$ cat src/rtl/dmem_lsu.sv
// rtl/dmem_lsu.sv - load/store unit between the core and a req/gnt/rvalid data bus
// Optional size-alignment fault enabled by defining LSU_ALIGN_CHECK_EN.
module dmem_lsu #(
  parameter int AW      = 16,
  parameter int TIMEOUT = 0
) (
  input  logic          clk,
  input  logic          reset,
  input  logic          MemRead,
  input  logic          MemWrite,
  input  logic [2:0]    funct3,
  input  logic [63:0]   ALURes,
  input  logic [63:0]   readDataB,
  output logic [63:0]   readData,
  output logic          stall,
  output logic          fault,
  output logic          mem_req,
  output logic          mem_we,
  output logic [AW-1:0] mem_addr,
  output logic [63:0]   mem_wdata,
  output logic [7:0]    mem_wstrb,
  input  logic          mem_gnt,
  input  logic          mem_rvalid,
  input  logic [63:0]   mem_rdata
);

  localparam logic [1:0] S_IDLE = 2'd0;
  localparam logic [1:0] S_REQ  = 2'd1;
  localparam logic [1:0] S_WAIT = 2'd2;
  localparam logic [1:0] S_DONE = 2'd3;

  localparam logic [31:0] TLAST = (TIMEOUT > 0) ? 32'(TIMEOUT - 1) : 32'd0;

  logic [1:0]  state;
  logic [1:0]  size_q;
  logic        uns_q;
  logic [2:0]  off_q;
  logic [31:0] tcnt;

  logic        access;
  logic [2:0]  off;
  logic [2:0]  lowmask;
  logic [2:0]  off_eff;
  logic [7:0]  sizemask;
  logic [7:0]  strb;
  logic [63:0] wshift;
  logic        bad;
  logic [63:0] rsh;
  logic [63:0] ext;
  logic        timeout_hit;
  logic        unused_addr_hi;

  assign unused_addr_hi = ^ALURes[63:AW];

  always_comb begin
    access   = MemRead | MemWrite;
    off      = ALURes[2:0];
    lowmask  = 3'b000;
    sizemask = 8'h01;
    case (funct3[1:0])
      2'b00:   begin lowmask = 3'b000; sizemask = 8'h01; end
      2'b01:   begin lowmask = 3'b001; sizemask = 8'h03; end
      2'b10:   begin lowmask = 3'b011; sizemask = 8'h0F; end
      default: begin lowmask = 3'b111; sizemask = 8'hFF; end
    endcase
    // Sub-size address bits are dropped so a lane never straddles the doubleword.
    off_eff = off & ~lowmask;
    strb    = sizemask << off_eff;
    wshift  = readDataB << {off_eff, 3'b000};
`ifdef LSU_ALIGN_CHECK_EN
    bad = (funct3 == 3'b111) | (MemWrite & funct3[2]) | (|(off & lowmask));
`else
    bad = (funct3 == 3'b111) | (MemWrite & funct3[2]);
`endif
  end

  always_comb begin
    rsh = mem_rdata >> {off_q, 3'b000};
    ext = rsh;
    case (size_q)
      2'b00:   ext = uns_q ? {56'd0, rsh[7:0]}  : {{56{rsh[7]}},  rsh[7:0]};
      2'b01:   ext = uns_q ? {48'd0, rsh[15:0]} : {{48{rsh[15]}}, rsh[15:0]};
      2'b10:   ext = uns_q ? {32'd0, rsh[31:0]} : {{32{rsh[31]}}, rsh[31:0]};
      default: ext = rsh;
    endcase
    timeout_hit = (TIMEOUT > 0) && (tcnt == TLAST);
  end

  assign stall   = access & (state != S_DONE);
  assign mem_req = (state == S_REQ);

  always_ff @(posedge clk or posedge reset) begin
    if (reset) begin
      state     <= S_IDLE;
      size_q    <= 2'd0;
      uns_q     <= 1'b0;
      off_q     <= 3'd0;
      tcnt      <= 32'd0;
      readData  <= 64'd0;
      fault     <= 1'b0;
      mem_we    <= 1'b0;
      mem_addr  <= '0;
      mem_wdata <= 64'd0;
      mem_wstrb <= 8'd0;
    end else begin
      case (state)
        S_IDLE: begin
          if (access) begin
            size_q    <= funct3[1:0];
            uns_q     <= funct3[2];
            off_q     <= off_eff;
            tcnt      <= 32'd0;
            readData  <= 64'd0;
            fault     <= bad;
            mem_we    <= MemWrite;
            mem_addr  <= {ALURes[AW-1:3], 3'b000};
            mem_wdata <= MemWrite ? wshift : 64'd0;
            mem_wstrb <= MemWrite ? strb : 8'd0;
            state     <= bad ? S_DONE : S_REQ;
          end
        end
        S_REQ: begin
          if (mem_gnt) state <= mem_we ? S_DONE : S_WAIT;
        end
        S_WAIT: begin
          if (mem_rvalid) begin
            readData <= ext;
            state    <= S_DONE;
          end else if (timeout_hit) begin
            readData <= 64'd0;
            fault    <= 1'b1;
            state    <= S_DONE;
          end else begin
            tcnt <= tcnt + 32'd1;
          end
        end
        default: state <= S_IDLE;
      endcase
    end
  end

endmodule

$ cat config.mk
export PLATFORM = sky130hd
export DESIGN_NAME = dmem_lsu
export DESIGN_NICKNAME = d
export VERILOG_FILES = /design/src/rtl/dmem_lsu.sv
export SDC_FILE = /design/constraint.sdc
export NUM_CORES = 1
export LEC_CHECK = 0
export CORE_AREA = 8 8 184 186
export DETAILED_ROUTE_END_ITERATION = 16
export DIE_AREA = 0 0 192 194
export GPL_TIMING_DRIVEN = 0
export PLACE_DENSITY_LB_ADDON = 0.2
export SLEW_MARGIN = 5
export SYNTH_ARGS = -nofsm -noshare
export SYNTH_HDL_FRONTEND = slang
export SYNTH_SLANG_ARGS = --single-unit
$ cat constraint.sdc
create_clock -name clk -period 6.35 [get_ports clk]
set_input_delay 0.635 -clock clk [delete_from_list [all_inputs] [get_ports clk]]
set_output_delay 0.635 -clock clk [all_outputs]
set_load 0.01 [all_outputs]
==> flow_metrics.env <==
export IMPL_num_clock_sinks=159
export IMPL_route_detailed_wl_per_inst_um=23.9
export IMPL_synth_yosys_warnings=0
export IMPL_synth_cell_type_count=52
export IMPL_grt_usage=0.211
export IMPL_routed_wl_um=40200
export IMPL_timing_worst_slew_pin_value_ns=1.20
export IMPL_die_y_um=194
export IMPL_num_nets_final=1468
export IMPL_post_synthesis_cells=936
export IMPL_ctsLongestPathBuffers=2
export IMPL_critical_path_startpoint="funct3[1]"
export IMPL_start_util=0.292
export IMPL_avgViaCountPerCell=5.28
export IMPL_fin_crit_ns=2.92
export IMPL_dr_pass1_iters=5
export IMPL_post_cts_repair_setup_buffers=0
export IMPL_area_growth_syn_to_layout_pct=46.4
export IMPL_irDropWorstVdd_mv=0.245
export IMPL_synth_async_sr_flop_share=1.00
export IMPL_cp_max_fo=10
export IMPL_timing_final_hold_violations=0
export IMPL_num_vias=8881
export IMPL_cp_start_kind="input port"
export IMPL_core_rowCount=65
export IMPL_numPlacedInstances=1645
export IMPL_cap_viol_max_count=0
export IMPL_synthDominantAreaCellType="dfrtp_1"
export IMPL_total_power_after_layout_w=0.00590
export IMPL_drt_antenna_violating_nets=0
export IMPL_h_tree_depth=4
export IMPL_cp_data_required_time_ns=6.71
export IMPL_yosysSeqAreaShare=0.438
export IMPL_multi_input_combinational_cell_area_um2=4690
export IMPL_number_of_antenna_violations_at_the_first_check_in_global_routing=5
export IMPL_grt_start_max_net_pins=106
export IMPL_reg2regPathDepth=7
export IMPL_post_synth_instance_area_um2=9090
export IMPL_boundaryPins=357
export IMPL_timing_setup_critical_path_class="input port to register"
export IMPL_synth_avg_cell_area_um2=9.71
export IMPL_cp_arrival_ns=3.28
export IMPL_hold_path_startpoint="mem_wstrb[2]"
export IMPL_design_die_area_um2=37200
export IMPL_synth_edf_count=0
export IMPL_reg2reg_slack_ns=3.69
export IMPL_synth_ff_type="dfrtp_1"
export IMPL_post_synth_top_count_cell="dfrtp_1"
export IMPL_final_layout_size_suffix_gt1_frac=0.0926
export IMPL_detailed_place_hpwl_um=31400
export IMPL_postSynthRegisterBits=159
export IMPL_ctsResizeCount=0
export IMPL_clk_transition_reported_paths_ns=0.07
export IMPL_finalCritPeriodShare=0.460
export IMPL_portBuffers=304
export IMPL_root_buffer="clkbuf_16"
export IMPL_drv_slew=0
export IMPL_clock_fmax_ghz=0.343
export IMPL_rsz0062_at_grt="false"
export IMPL_holdBufCountCts=0
export IMPL_critical_path_endpoint_type="register"
export IMPL_power_per_cell_area_nw_per_um2=444
export IMPL_utilization=0.428
export IMPL_finish_cell_count_without_fillers=1681
export IMPL_grt_first_pass_wirelength_um=59900
export IMPL_tritoncts="done"
export IMPL_clock_latency_ns=0.44
export IMPL_post_synth_main_area_contributors="dfrtp_1 (44%), mux2i_1 (11%), nand2_1 (5.2%)"
export IMPL_tritoncts_num_buffers=17
export IMPL_worstReg2RegStart="state[0]"
export IMPL_drt_initial_drc_count=656
export IMPL_holdCritPathClass="register to register"
export IMPL_static_leakage_nw=5.71
export IMPL_synthTopCellsByCount="dfrtp_1 (159), nand2_1 (127), mux2i_1 (99), nor2_1 (80), a21oi_1 (73)"
export IMPL_post_synth_top_area_fraction=0.438
export IMPL_status="completed"
export IMPL_skew_ns=0.0116
export IMPL_final_seq_area_um2=3980
export IMPL_die_x_um=192
export IMPL_number_of_global_route_vias_before_repair=9401
export IMPL_slew_headroom=0.196
export IMPL_aggregate_global_routing_overflow=0
export IMPL_timing_hold_worst_path_depth=2
export IMPL_fillCellCount=3099
export IMPL_gp_routability_congestion=0.896
export IMPL_core_area_um2=31100
export IMPL_finalSetupViolations=0
export IMPL_detail_route_drc_violations=0
-- power by group --
| part | leakage [nW] | switching, W | internal [W] | total [W] |
|---|---|---|---|---|
| combinational | 3.34 | 0.00173 | 0.00144 | 0.00317 |
| clock | 0.292 | 0.000474 | 0.000639 | 0.00111 |
| sequential | 2.08 | 0.000236 | 0.00139 | 0.00162 |
-- layout by cell type, fill, tap and decap left out, types with 4 or more instances in the layout --
| cell type | n |
|---|---|
| o21ai_1 | 33 |
| o2bb2ai_1 | 8 |
| buf_6 | 4 |
| a221oi_1 | 18 |
| diode_2 | 5 |
| mux2i_1 | 99 |
| clkbuf_1 | 48 |
| a21oi_1 | 73 |
| buf_2 | 16 |
| nor2b_1 | 10 |
| nand3_1 | 4 |
| a211oi_1 | 15 |
| clkdlybuf4s50_1 | 304 |
| nand2_1 | 127 |
| a22o_1 | 33 |
| nor2_1 | 80 |
| inv_1 | 4 |
| buf_4 | 12 |
| a221o_1 | 7 |
| dfrtp_1 | 159 |
| clkbuf_16 | 17 |
| a22oi_1 | 16 |
| a211o_1 | 7 |
| mux2_2 | 25 |
| and2_1 | 4 |
| mux4_2 | 14 |
| o22ai_1 | 11 |
| o21ai_0 | 60 |
| inv_8 | 4 |
| ha_1 | 5 |
| nand2b_1 | 6 |
-- worst paths after layout --
kind | endpoint
max in group asynchronous | readData[16]
hold / removal | mem_wstrb[2]
min in group asynchronous | mem_addr[3]
setup reg to reg | readData[28]
hold reg to reg | mem_wstrb[2]
setup / recovery | mem_wdata[7]
-- sequential cells by signal, indices dropped and copies added, names as in the netlist --
| name | cells |
|---|---|
| fault | 1 |
| mem_addr | 13 |
| mem_wdata | 64 |
| mem_we | 1 |
| mem_wstrb | 8 |
| off_q | 3 |
| readData | 64 |
| size_q | 2 |
| state | 2 |
| uns_q | 1 |
-- worst max-delay path, cell delays in order --
cell and delay, ns:
clkdlybuf4s50_1 0.53, nand2_1 0.10, nand2_1 0.12, clkbuf_1 0.47
nand2_1 0.47, nor3_2 0.72, a22o_1 0.24
-- routing by layer --
metal / wire, um / track usage
met5: 0 / 0
met4: 1360 / 0.0971
met3: 3410 / 0.0561
met2: 19400 / 0.344
met1: 16000 / 0.257
-- layout make-up --
cell class | instances | area share
well taps | 402 | 0.0378
plain buffers | 81 | 0.0301
diodes | 5 | 0.000941
clock buffers | 19 | 0.0333
repair buffers | 305 | 0.231
flip-flops and latches | 159 | 0.299
multi-input cells | 692 | 0.353
inverters | 6 | 0.00226
clock inverters | 12 | 0.0130
-- per-stage QoR --
step,hold slack [ns],setup WS (ns),setup TNS [ns],instance area [um^2]
floorplan,0.514,1.42,0,9090
global placement,0.462,-1.14,-177.30,12600
detailed placement,0.463,2.98,0,12700
CTS,0.482,3.45,0,13300
global route,0.513,3.32,0,13300
finish,0.479,3.43,0,13300
-- cell families after synthesis --
| kind of cell | after synthesis | synth area share |
|---|---|---|
| DFF | 159 | 0.438 |
| AOI/OAI and AO/OA | 300 | 0.218 |
| muxes | 139 | 0.176 |
| and+or+nand+nor | 245 | 0.113 |
| adders and majority gates | 5 | 0.00689 |
| buffers and inverters | 87 | 0.0465 |
| other | 1 | 0.000413 |
No activity file was read; power rests on OpenSTA's default activity.
